<file path="config.mk">
export PLATFORM = sky130hd
export DESIGN_NAME = fetch_unit
export DESIGN_NICKNAME = d
export VERILOG_FILES = /design/src/rtl/fetch_unit.sv
export SDC_FILE = /design/constraint.sdc
export NUM_CORES = 1
export LEC_CHECK = 0
export CORE_ASPECT_RATIO = 1.25
export CORE_MARGIN = 2
export CORE_UTILIZATION = 46
export DETAILED_ROUTE_END_ITERATION = 16
export PLACE_DENSITY = 0.84
export SLEW_MARGIN = 20
export SYNTH_ARGS = -nofsm -noshare
export SYNTH_HDL_FRONTEND = slang
export SYNTH_SLANG_ARGS = --single-unit
</file>
<file path="constraint.sdc">
create_clock -name clk -period 2.6 [get_ports clk]
set_input_delay 0.65 -clock clk [delete_from_list [all_inputs] [get_ports clk]]
set_output_delay 0.65 -clock clk [all_outputs]
set_load 0.005 [all_outputs]
</file>
<file path="src/rtl/fetch_unit.sv">
// Instruction-fetch front end: boot-loads program words into IM, then generates PCs
// and aligns IM's one-cycle registered read data into the IF/ID (pc, inst, valid) boundary.
module fetch_unit #(
  parameter logic [31:0] RESET_PC      = 32'h0000_0000,
  parameter int          IM_DEPTH_LOG2 = 16
) (
  input  logic        clk,
  input  logic        rst,
  input  logic        ld_valid,
  input  logic [31:0] ld_data,
  input  logic        ld_last,
  output logic        ld_ready,
  output logic        boot_done,
  input  logic        stall,
  input  logic        redirect,
  input  logic [31:0] redirect_pc,
  output logic        IM_enable,
  output logic        IM_write,
  output logic [31:0] IM_address,
  output logic [31:0] IM_in,
  input  logic [31:0] IM_out,
  output logic        if_valid,
  output logic [31:0] if_pc,
  output logic [31:0] if_inst
);

  typedef enum logic {S_LOAD = 1'b0, S_RUN = 1'b1} state_e;

  state_e                   state_q, state_d;
  logic [IM_DEPTH_LOG2-1:0] ld_ptr_q, ld_ptr_d;
  logic [31:0]              pc_q, pc_d;
  logic [31:0]              req_pc_q, req_pc_d;
  logic                     req_valid_q, req_valid_d;
  logic                     if_valid_q, if_valid_d;
  logic [31:0]              if_pc_q, if_pc_d;
  logic [31:0]              if_inst_q, if_inst_d;
  logic                     ld_xfer;

  function automatic logic [31:0] word_idx(input logic [31:0] byte_addr);
    word_idx = {{(32-IM_DEPTH_LOG2){1'b0}}, byte_addr[IM_DEPTH_LOG2+1:2]};
  endfunction

  assign ld_xfer = (state_q == S_LOAD) && ld_valid && rst;

  // State register
  always_ff @(posedge clk or negedge rst) begin
    if (!rst) begin
      state_q     <= S_LOAD;
      ld_ptr_q    <= '0;
      pc_q        <= '0;
      req_pc_q    <= '0;
      req_valid_q <= 1'b0;
      if_valid_q  <= 1'b0;
      if_pc_q     <= '0;
      if_inst_q   <= '0;
    end else begin
      state_q     <= state_d;
      ld_ptr_q    <= ld_ptr_d;
      pc_q        <= pc_d;
      req_pc_q    <= req_pc_d;
      req_valid_q <= req_valid_d;
      if_valid_q  <= if_valid_d;
      if_pc_q     <= if_pc_d;
      if_inst_q   <= if_inst_d;
    end
  end

  // Next-state logic
  always_comb begin
    state_d = state_q;
    if (state_q == S_LOAD && ld_xfer && ld_last) begin
      state_d = S_RUN;
    end
  end

  // Loader pointer and PC pipeline; priority redirect > stall > advance
  always_comb begin
    ld_ptr_d    = ld_ptr_q;
    pc_d        = pc_q;
    req_pc_d    = req_pc_q;
    req_valid_d = req_valid_q;
    if_valid_d  = if_valid_q;
    if_pc_d     = if_pc_q;
    if_inst_d   = if_inst_q;
    if (state_q == S_LOAD) begin
      if (ld_xfer) begin
        ld_ptr_d = ld_ptr_q + {{(IM_DEPTH_LOG2-1){1'b0}}, 1'b1};
        if (ld_last) begin
          pc_d        = RESET_PC;
          req_valid_d = 1'b0;
        end
      end
    end else if (redirect) begin
      pc_d        = redirect_pc & ~32'h3;
      req_valid_d = 1'b0;
      if_valid_d  = 1'b0;
    end else if (!stall) begin
      pc_d        = pc_q + 32'd4;
      req_pc_d    = pc_q;
      req_valid_d = 1'b1;
      if_valid_d  = req_valid_q;
      if_pc_d     = req_pc_q;
      if_inst_d   = IM_out;
    end
  end

  // Outputs; a stall re-reads the pending word so IM_out still holds it on release
  always_comb begin
    ld_ready   = 1'b0;
    boot_done  = 1'b0;
    IM_enable  = 1'b0;
    IM_write   = 1'b0;
    IM_address = '0;
    IM_in      = '0;
    case (state_q)
      S_LOAD: begin
        ld_ready  = rst;
        IM_enable = ld_xfer;
        IM_write  = ld_xfer;
        if (ld_xfer) begin
          IM_address = {{(32-IM_DEPTH_LOG2){1'b0}}, ld_ptr_q};
          IM_in      = ld_data;
        end
      end
      S_RUN: begin
        boot_done  = 1'b1;
        IM_enable  = 1'b1;
        IM_address = (stall && !redirect) ? word_idx(req_pc_q) : word_idx(pc_q);
      end
      default: begin
        ld_ready = 1'b0;
      end
    endcase
  end

  assign if_valid = if_valid_q;
  assign if_pc    = if_pc_q;
  assign if_inst  = if_inst_q;

endmodule

</file>
# Word level (Yosys, flattened, before mapping)
# Cells that the tools add are included.
[classes]
addsub = 2
eq_ne = 2
muxes = 21
bitwise = 3
n_reduce_logical = 12
[ops]
columns = ["operator", "count"]
rows = [
  ["2-to-1 mux 32 bit", 7],
  ["one-hot mux 32 bit (2 select lines)", 1],
  ["adder 32 x 3 -> 32 bit, second input constant", 1],
  ["2-to-1 mux 16 bit", 2],
  ["adder 16 x 1 -> 16 bit, second input constant", 1],
  ["2-to-1 mux 1 bit", 10],
  ["AND reduction 3 bit", 2],
  ["logical AND 1 bit", 5],
  ["AND reduction 2 bit", 2],
  ["nonzero test 2 bit", 2],
  ["!= test 3 bit, second input constant", 1],
  ["NOT 1 bit", 3],
  ["!= test 2 x 1 -> 1 bit, second input constant", 1],
  ["one-hot mux 1 bit (2 select lines)", 1],
  ["logical NOT 1 bit", 1],
]
[word_totals]
ff_bits = 147
inputBits = 102
out_inout_bits = 133
word_cells = 48

# Longest topological paths before layout
# Gate-level depths: netlist of run 1.
[depth]
word_depth = 5
depth_mapped = 8
mapped_depth_nobuf = 6

# Worst setup path before layout of run 1
# No wires, ideal clock.
[synth_timing]
path_type = "input port to output port"
from = "input port rst"
to = "output port IM_address[10]"
arrival_ns = 1.596
t_required_ns = 1.950
path_slack_ns = 0.354
cell_stages = 5
n_path_buf = 2
path_cell_list = "and3b_1 -> buf_2 -> buf_1 -> a222oi_1 -> inv_1"
[synth_via]
elab_chain_len = 3
[synth_lines]
columns = ["item", "line", "text"]
rows = [
  ["start: declaration", "8", "input logic rst,"],
  ["logical AND 1 bit", "43", "assign ld_xfer = (state_q == S_LOAD) && ld_valid && rst;"],
  ["2-to-1 mux 16 bit", "120", "if (ld_xfer) begin"],
  ["one-hot mux 32 bit (2 select lines)", "115", "case (state_q)"],
  ["end: declaration", "19", "output logic [31:0] IM_address,"],
]
# No other way between the ends. The select of a mux whose other input is x is not followed.

# Worst setup path after layout of run 1
[layout_timing]
from = "input port ld_valid"
to = "output port IM_address[13]"
[layout_via]
elab_chain_len = 4
[layout_lines]
columns = ["item", "line", "text"]
rows = [
  ["start: declaration", "9", "input logic ld_valid,"],
  ["logical AND 1 bit (2 in series)", "43", ""],
  ["2-to-1 mux 16 bit", "120", ""],
  ["one-hot mux 32 bit (2 select lines)", "115", ""],
]
# No other way between the ends. The select of a mux whose other input is x is not followed.

==> impl_metrics.json, run 1 <==
{
  "h-tree-depth": 4,
  "ys_ff_latch": 141,
  "seq_power_share_pct": 42.6,
  "antennaDiodeCount": 0,
  "syn-cell-area_um2": 6930,
  "worst_ep_required_time_ns": 1.95,
  "hpwl_um": 13600,
  "ys_top_cells_by_count": "311 x nand2_1, 141 x dfrtp_1, 36 x and2_1",
  "num_rows": 50,
  "fin_crit_ns": 2.56,
  "area_growth_pct": 41.9,
  "post-route-drc-count": 0,
  "final_area_um2": 9830,
  "worstPathArrival_ns": 1.91,
  "final_max_slew_viol_count": 0,
  "end_kind": "output port",
  "async_flop_share_pct": 100,
  "irDropWorstVdd_mv": 0.565,
  "synth_top_family_by_area": "simple AND/OR/NAND/NOR gates",
  "num-nets-final": 1102,
  "drt_iter0_drc": 651,
  "ys.flop_type": "dfrtp_1",
  "fin_crit_sh_pct": 98.4,
  "grt_pass1_vias": 6249,
  "crit_path_start_kind": "input pin",
  "grt_start_max_net_pins": 142,
  "hold_buffers": 0,
  "maxSlewHeadroom_pct": 41.8,
  "regToRegEndpoint": "ld_ptr_q[12]",
  "clock_skew_ns": 0.0220,
  "muxShareOfSynthArea_pct": 0.632,
  "synth_simple_gate_area_share_pct": 28.2,
  "worst_pin_slew_ns": 0.872,
  "groute.usage.overall_pct": 25.2,
  "firstDrtPassIters": 7,
  "max_freq_mhz": 391,
  "clock_latency_ns": 0.43,
  "intPower_mw": 5.40,
  "yosysMostFrequentCell": "nand2_1",
  "netSwitchingPower_mw": 2.50,
  "ys_seq_area_share_pct": 50.9,
  "setup_violations": 0,
  "cts_max_path_buffers": 2,
  "die_w_um": 114,
  "numCtsBuffers": 17,
  "holdCritPathClass": "input pin to async pin",
  "grt_overflow": 0,
  "synth_top_cell_area_share_pct": 50.9,
  "clock-root-buffer": "clkbuf_16",
  "drv_cap": 0,
  "synth_compound_area_share_pct": 9.37,
  "synth-edff-count": 0,
  "crit_fanout": 6,
  "p_comb_share_pct": 27.0,
  "clk_transition_reported_paths_ns": 0.06,
  "rr_worst_depth": 7,
  "reg2reg_setup_slack_ns": 0.38,
  "antenna_left": 0,
  "cts_sinks": 141,
  "vias": 6304,
  "grt_pass1_wl_um": 31800,
  "nFillCells": 1184,
  "instances_no_fill": 1193,
  "post_drt_wl_per_cell_um": 16.4,
  "syn_inst": 784,
  "antenna_found_initial": 0,
  "portBuffers": 214,
  "core-area_um2": 14800,
  "wirelength_um": 19600,
  "die_h_um": 141,
  "avgSynthCellArea_um2": 8.84,
  "via_per_inst": 5.28,
  "ys_warn_count": 0,
  "timing_worst_setup_path_type": "input pin to output port",
  "start_util_pct": 46.7,
  "cts_tree": "yes",
  "p_leak_nw": 4.95,
  "synthTopCellsByArea": "dfrtp_1 51%, nand2_1 17%, and2_1 3.3%, buf_4 2.3%, a222oi_1 2.2%",
  "power_density_nw_per_um2": 804,
  "reg2reg_from": "state_q",
  "synthAdderAreaFrac_pct": 0.361,
  "synth.distinct_cells": 55,
  "dieArea_um2": 16100,
  "synth-xor-area-share_pct": 3.29,
  "drive_gt1_share_pct": 10.1,
  "num_io_pins": 235,
  "post_dp_cell_area_um2": 9280,
  "final.setup.tns_ns": 0,
  "rsz0062_at_grt": "false",
  "dp_cells": 1158,
  "clkPwrFrac_pct": 30.4,
  "yosys.area.top_type": "dfrtp_1",
  "status": "completed",
  "hold_viol": 0,
  "gp_congestion": 0.850,
  "swShare_pct": 31.6
}
==> cell type report <==
type	count	area, µm²	share of cell area, %
Multi-Input combinational cell	569	3000	30.5
Inverter	22	82.6	0.840
Sequential cell	141	3530	35.9
Clock inverter	12	134	1.36
Tap cell	182	228	2.32
Timing Repair Buffer	247	2400	24.4
Clock buffer	20	457	4.65
==> critical path, cell delays in order <==
cell             delay [ns]
clkdlybuf4s15_1        0.15
and3b_2                0.28
buf_12                 0.17
a222oi_1               0.34
inv_1                  0.09
clkdlybuf4s15_2        0.22
==> flip-flops by register name (all words and copies together) (netlist names) <==
| name | flops |
|---|---|
| ld_ptr_q | 16 |
| state_q | 1 |
| req_valid_q | 1 |
| if_valid | 1 |
| pc_q | 30 |
| if_pc | 30 |
| req_pc_q | 30 |
| if_inst | 32 |
==> how the worst max path moves through the flow <==
stage	startpoint	to	slack, ns
after floorplan	rst	IM_address[10]	0.35
after global placement	stall	IM_address[1]	-0.45
after detailed placement	stall	IM_address[1]	-0.50
after CTS	ld_valid	IM_address[9]	-0.13
after global routing	state_q	IM_address[4]	0.002
final	ld_valid	IM_address[13]	0.04
==> cell usage in the layout, fill, tap and decap left out, types with 12 or more instances in the layout <==
| master | synthesis | final |
|---|---|---|
| dfrtp_1 | 141 | 140 |
| xnor2_1 | 14 | 14 |
| o21ai_0 | 22 | 22 |
| conb_1 | 1 | 18 |
| clkbuf_16 | 0 | 19 |
| a222oi_1 | 15 | 15 |
| inv_1 | 22 | 22 |
| nand3_1 | 17 | 17 |
| buf_4 | 21 | 24 |
| xor2_1 | 12 | 12 |
| nor2_1 | 18 | 18 |
| nand2_1 | 311 | 311 |
| and2_1 | 36 | 36 |
| nand4_1 | 12 | 12 |
| dlygate4sd2_1 | 0 | 33 |
| clkdlybuf4s50_1 | 0 | 160 |
==> stage by stage <==
stage                     utilization, %  power (mW)  hold slack, ns  setup WS [ns]
after floorplan                        -        4.29           0.354          0.354
after global placement              62.6        5.50           0.450         -0.447
after detailed placement            62.6        5.59           0.455         -0.500
after CTS                           66.6        7.98           0.470         -0.128
after global routing                66.3        8.35           0.492        0.00213
final                               66.3        7.90           0.353         0.0409
==> what timing repair did <==
action,4_1_cts,5_1_grt
setup buffers,1,2
setup endpoints to repair,50,13
pin swaps,13,12
gates resized for setup,78,28
gates cloned,2,0
==> cells by family (layout without fill, tap and decap cells) <==
family          count (synthesis)  after routing
buf+inv                        91            301
simple gates                  431            431
other cells                     1             18
compound gates                 88             88
mux                             4              4
fa+ha+maj                       2              2
flops                         141            141
xor+xnor                       26             26
==> power groups by stage <==
| stage | sequential, mW | combinational, mW | clock [mW] |
|---|---|---|---|
| after floorplan | 3.17 | 1.11 | 0 |
| after global placement | 3.36 | 2.14 | 0 |
| after detailed placement | 3.38 | 2.21 | 0 |
| after CTS | 3.35 | 2.18 | 2.45 |
| after global routing | 3.43 | 2.36 | 2.56 |
| final | 3.36 | 2.13 | 2.40 |
==> metal layers <==
| metal | vias up | share of wire [%] | routed length, µm | GRT usage [%] |
|---|---|---|---|---|
| met5 | - | 0 | 0 | 0 |
| met4 | 0 | 3.8 | 739 | 11.7 |
| met2 | 276 | 51 | 10000 | 41.7 |
| met1 | 2985 | 38 | 7480 | 31.1 |
| li1 | 2990 | - | - | - |
| met3 | 53 | 6.6 | 1300 | 5.80 |
Power figures use the tool's default switching activity.
==> run 2: changes to the inputs <==
--- a/config.mk
+++ b/config.mk
@@ -6,11 +6,11 @@
 export NUM_CORES = 1
 export LEC_CHECK = 0
 export CORE_ASPECT_RATIO = 1.25
-export CORE_MARGIN = 2
+export CORE_MARGIN = 3
 export CORE_UTILIZATION = 46
+export CTS_CLUSTER_DIAMETER = 100
 export DETAILED_ROUTE_END_ITERATION = 16
 export PLACE_DENSITY = 0.84
-export SLEW_MARGIN = 20
 export SYNTH_ARGS = -nofsm -noshare
 export SYNTH_HDL_FRONTEND = slang
 export SYNTH_SLANG_ARGS = --single-unit
==> run 2 against run 1 <==
  * Sequential power hardly changed
  * Design area up 0.41%
  * Count of clock-buffer cells in the layout shrank 2
  * First-iteration DRC count rose by 21%
  * Critical endpoint is now IM_address[15]
  * Largest power group unchanged
==> impl_metrics.json, run 2 (synthesis gave the netlist of run 1 again) <==
{
  "grt_pass1_vias": 6273,
  "critPathBufInv": 4,
  "portBuffers": 214,
  "crit_fanout": 6,
  "die_h_um": 143,
  "vias": 6373,
  "maxSlewHeadroom_pct": 46.1,
  "largest_reg_flops": 32,
  "fin_crit_sh_pct": 97.4,
  "drv_cap": 0,
  "nFillCells": 1139,
  "dp_cells": 1157,
  "timing_worst_setup_path_type": "flop to output port",
  "antennaDiodeCount": 0,
  "antenna_found_initial": 0,
  "final_cell_mix": "311 x nand2_1, 160 x clkdlybuf4s50_1, 141 x dfrtp_1",
  "clock-root-buffer": "clkbuf_16",
  "hold_viol": 0,
  "worstPathArrival_ns": 1.88,
  "swShare_pct": 31.6,
  "intPower_mw": 5.47,
  "cts_sinks": 141,
  "power_density_nw_per_um2": 811,
  "dp_slack_ns": -0.530,
  "wirelength_um": 20500,
  "groute.usage.overall_pct": 25.2,
  "via_per_inst": 5.33,
  "gp_congestion": 0.878,
  "drive_gt1_share_pct": 10.5,
  "post_drt_wl_per_cell_um": 17.2,
  "cts_max_path_buffers": 2,
  "final_util_pct": 67.6,
  "cts_tree": "yes",
  "grtUsageMet2_pct": 42.3,
  "p_comb_share_pct": 27.1,
  "holdCritPathClass": "input pin to async pin",
  "area_growth_pct": 42.4,
  "numCtsBuffers": 17,
  "irDropWorstVdd_mv": 0.474,
  "slowest_delay_ns": 0.33,
  "grt_pass1_wl_um": 32800,
  "h-tree-depth": 4,
  "core-area_um2": 14600,
  "rsz0062_at_grt": "true",
  "busiest_layer": "met2",
  "firstDrtPassIters": 8,
  "start_util_pct": 47.5,
  "num-nets-final": 1108,
  "die_w_um": 116,
  "crit_path_start_kind": "flop",
  "grt_start_max_net_pins": 64,
  "antenna_left": 0,
  "dieArea_um2": 16600,
  "setup_ws_ns": 0.0671,
  "grt_util_met3_pct": 5.04,
  "clk_transition_reported_paths_ns": 0.06,
  "clock_skew_ns": 0.00817,
  "crit_slowest_cell": "dfrtp_1",
  "netSwitchingPower_mw": 2.53,
  "grt_util_met1_pct": 32.3,
  "fin_crit_ns": 2.53,
  "cp_top_family": "buffers and inverters",
  "num_io_pins": 235,
  "worst_pin_slew_ns": 0.809,
  "clkPwrFrac_pct": 30.9,
  "status": "completed",
  "hpwl_um": 14200,
  "end_kind": "output port",
  "final_max_slew_viol_count": 0,
  "num_rows": 49,
  "max_freq_mhz": 395,
  "drt_iter0_drc": 789,
  "post-route-drc-count": 0,
  "instances_no_fill": 1195,
  "clock_latency_ns": 0.42,
  "worst_ep_required_time_ns": 1.95,
  "final.setup.tns_ns": 0,
  "path_cells": "and3b_2 -> buf_6 -> buf_12 -> a222oi_1 -> inv_1 -> clkdlybuf4s15_1",
  "p_leak_nw": 4.98,
  "setup_violations": 0,
  "seq_power_share_pct": 42.0,
  "grt_overflow": 0,
  "final_common_cell": "nand2_1"
}
run 2: cell types whose count changed in the layout (fill, tap and decap cells not counted), sizes merged:
cell	before	now
buf	37	45
bufinv	2	3
clkbuf	32	27
clkdlybuf4s15	4	2
clkinv	4	7
clkinvlp	2	3
dlygate4sd2	33	36
inv	26	23
run 2: area by class of cell:
class                   count  area, µm²  share of cell area [%]
clock buffers              18        439                    4.45
clock inverters            14        168                    1.70
inverters                  22       82.6                   0.837
multi-input cells         569       3000                    30.4
flip-flops and latches    141       3530                    35.8
well taps                 178        223                    2.26
repair buffers            253       2430                    24.6
run 2: final timing paths:
kind,startpoint,end,slack [ns],cells past startpoint
worst min-delay path,rst,req_pc_q[4],0.19,2
max in group asynchronous,rst,pc_q[13],1.32,3
worst max-delay path,state_q,IM_address[15],0.07,6
min in group clk,req_pc_q[19],if_pc[19],0.46,2
worst max register to register,pc_q[2],pc_q[28],0.42,6
worst min register to register,req_pc_q[19],if_pc[19],0.46,2
run 2: power by group through the flow:
stage	Sequential [mW]	Combinational, mW	Clock [mW]
finish	3.36	2.17	2.47
floorplan	3.17	1.11	0
global placement	3.35	2.16	0
detailed placement	3.38	2.22	0
global route	3.44	2.41	2.62
CTS	3.35	2.21	2.51
run 2: per-layer routing:
metal,up-vias,share of wire (%)
met2,267,52
met4,0,2.5
met1,3073,39
met5,-,0
met3,39,6.0
li1,2994,-
run 2: timing repair:
item	4_1_cts	5_1_grt
gates cloned	2	0
setup endpoints to repair	50	16
resized for setup	82	20
buffers inserted	3	3
pin swaps	15	12
hold buffers	0	0
run 2: through the flow:
step                area [µm²]  power [mW]  hold WS (ns)
global placement          9290        5.52         0.449
global route              9870        8.47         0.203
detailed placement        9290        5.60         0.452
CTS                       9910        8.06         0.191
floorplan                 6990        4.29         0.354
finish                    9870        8.01         0.189
==> run 3: changes to the inputs <==
==> constraint.sdc (replaced) <==
create_clock -name clk -period 2.6 [get_ports clk]
set_input_delay 0.26 -clock clk [delete_from_list [all_inputs] [get_ports clk]]
set_output_delay 0.26 -clock clk [all_outputs]
set_load 0.005 [all_outputs]
==> run 3 against run 2 <==
  * Sequential share of layout area grew 0.27 points
  * Critical path depth is the same
  * Global-route usage shrank 1.5 points
  * Design area shrank 0.76%
  * Critical endpoint is now IM_address[13]
==> impl_metrics.json, run 3 (synthesis gave the netlist of run 1 again) <==
{
  "p_comb_share_pct": 27.9,
  "drt_iter0_drc": 654,
  "num-nets-final": 1094,
  "antenna_found_initial": 0,
  "reg2reg_setup_slack_ns": 0.54,
  "numCtsBuffers": 17,
  "start_util_pct": 47.5,
  "worst-path-stages": 6,
  "num_rows": 49,
  "crit_fanout": 24,
  "num_io_pins": 235,
  "rr_worst_depth": 6,
  "worst_pin_slew_ns": 0.951,
  "fin_crit_sh_pct": 95.1,
  "grt_pass1_wl_um": 30800,
  "setup_violations": 0,
  "fin_crit_ns": 2.47,
  "core-area_um2": 14600,
  "intPower_mw": 5.43,
  "netSwitchingPower_mw": 2.56,
  "final_common_cell": "nand2_1",
  "reg2reg_from": "pc_q[2]",
  "drv_cap": 0,
  "clock_latency_ns": 0.41,
  "maxSlewHeadroom_pct": 36.6,
  "p_leak_nw": 4.71,
  "holdCritPathClass": "input pin to async pin",
  "area_growth_pct": 41.4,
  "cts_max_path_buffers": 2,
  "max_freq_mhz": 404,
  "end_kind": "output port",
  "clk_transition_reported_paths_ns": 0.06,
  "cp_top_family": "buffers and inverters",
  "timing_worst_setup_path_type": "flop to output port",
  "endpoint": "IM_address[13]",
  "portBuffers": 214,
  "die_h_um": 143,
  "gp_congestion": 0.849,
  "startpoint": "state_q",
  "hpwl_um": 13500,
  "post_drt_wl_per_cell_um": 16.6,
  "clock_skew_ns": 0.00677,
  "cts_sinks": 141,
  "largest_reg_flops": 32,
  "hold_viol": 0,
  "firstDrtPassIters": 9,
  "final_max_slew_viol_count": 0,
  "cts_tree": "yes",
  "wirelength_um": 19600,
  "path_cells": "buf_8 -> and2_0 -> buf_12 -> a222oi_1 -> inv_1 -> clkdlybuf4s50_1",
  "irDropWorstVdd_mv": 0.443,
  "seq_power_share_pct": 41.7,
  "grt_pass1_vias": 5890,
  "regToRegEndpoint": "pc_q[30]",
  "worstPathArrival_ns": 2.21,
  "rsz0062_at_grt": "false",
  "drive_gt1_share_pct": 7.39,
  "grt_overflow": 0,
  "clock-root-buffer": "clkbuf_16",
  "die_w_um": 116,
  "via_per_inst": 5.24,
  "swShare_pct": 32.1,
  "final.setup.tns_ns": 0,
  "grt_start_max_net_pins": 76,
  "critPathBufInv": 4,
  "crit_path_start_kind": "flop",
  "finalPower_mw": 7.99,
  "slowest_delay_ns": 0.45,
  "final_cell_mix": "311 x nand2_1, 212 x clkdlybuf4s50_1, 141 x dfrtp_1",
  "dieArea_um2": 16600,
  "h-tree-depth": 4,
  "antenna_left": 0,
  "groute.usage.overall_pct": 23.7,
  "clkPwrFrac_pct": 30.4,
  "post-route-drc-count": 0,
  "crit_slowest_cell": "clkdlybuf4s50_1",
  "power_density_nw_per_um2": 816,
  "vias": 6187,
  "status": "completed",
  "worst_ep_required_time_ns": 2.34
}
## run 3: cell types whose count changed in the layout (fill, tap and decap cells not counted), moves of 4 or more
cell / delta
inv_6: +4
dlygate4sd2_1: -36
clkbuf_2: -9
clkdlybuf4s50_1: +52
buf_4: -9
buf_2: -5
## run 3: per-stage QoR
step / setup slack, ns / util (%) / cell area (µm²) / hold slack (ns) / instances
2_1_floorplan: 0.879 / - / 6990 / -0.0356 / 801
3_5_place_dp: 0.136 / 62.9 / 9180 / 0.454 / 1148
3_3_place_gp: 0.133 / 62.9 / 9180 / 0.453 / 1148
6_report: 0.127 / 67.1 / 9790 / 0.0546 / 1181
5_1_grt: 0.0207 / 67.1 / 9790 / 0.117 / 1180
4_1_cts: 0.0795 / 67.0 / 9770 / 0.0832 / 1179
## run 3: worst min path at each step
stage	to	cells past startpoint	from
after floorplan	if_inst[0]	0	rst
final	ld_ptr_q[0]	2	rst
after global placement	if_pc[23]	2	req_pc_q[23]
after CTS	ld_ptr_q[0]	2	rst
after global routing	req_pc_q[8]	2	rst
after detailed placement	if_pc[25]	2	req_pc_q[25]
## run 3: routing by layer
layer	part of all wire, %	GRT usage (%)	vias up
met5	0	0	-
met4	2.8	9.47	0
met3	5.1	4.03	34
met2	51	38.4	224
met1	41	31.7	2971
li1	-	-	2958
## run 3: area by class of cell
cell class,count,area [µm²]
fillers,1137,4800
multi-input cells,569,2990
clock buffers,17,425
inverters,22,82.6
well taps,178,223
repair buffers,239,2380
clock inverters,14,160
flip-flops and latches,141,3530
diodes,1,2.50
## run 3: power groups by stage
stage	Sequential [mW]	Clock, mW	Combinational (mW)
after floorplan	3.17	0	1.11
after global placement	3.32	0	2.17
after detailed placement	3.35	0	2.22
after CTS	3.32	2.46	2.24
after global routing	3.41	2.55	2.46
final	3.33	2.43	2.23
## run 3: worst register-to-register path, cell delays in order (launching register included)
cell and delay, ns:
dfrtp_1 0.49, ha_1 0.26, nand3_4 0.16, nor2_1 0.54, a31oi_1 0.16, o21ai_0 0.18
o311ai_0 0.14
## run 3: what timing repair did
item,4_1_cts,5_1_grt
endpoints found under the setup margin,0,3
buffers inserted,0,1
hold buffers,0,0
resized for setup,0,4
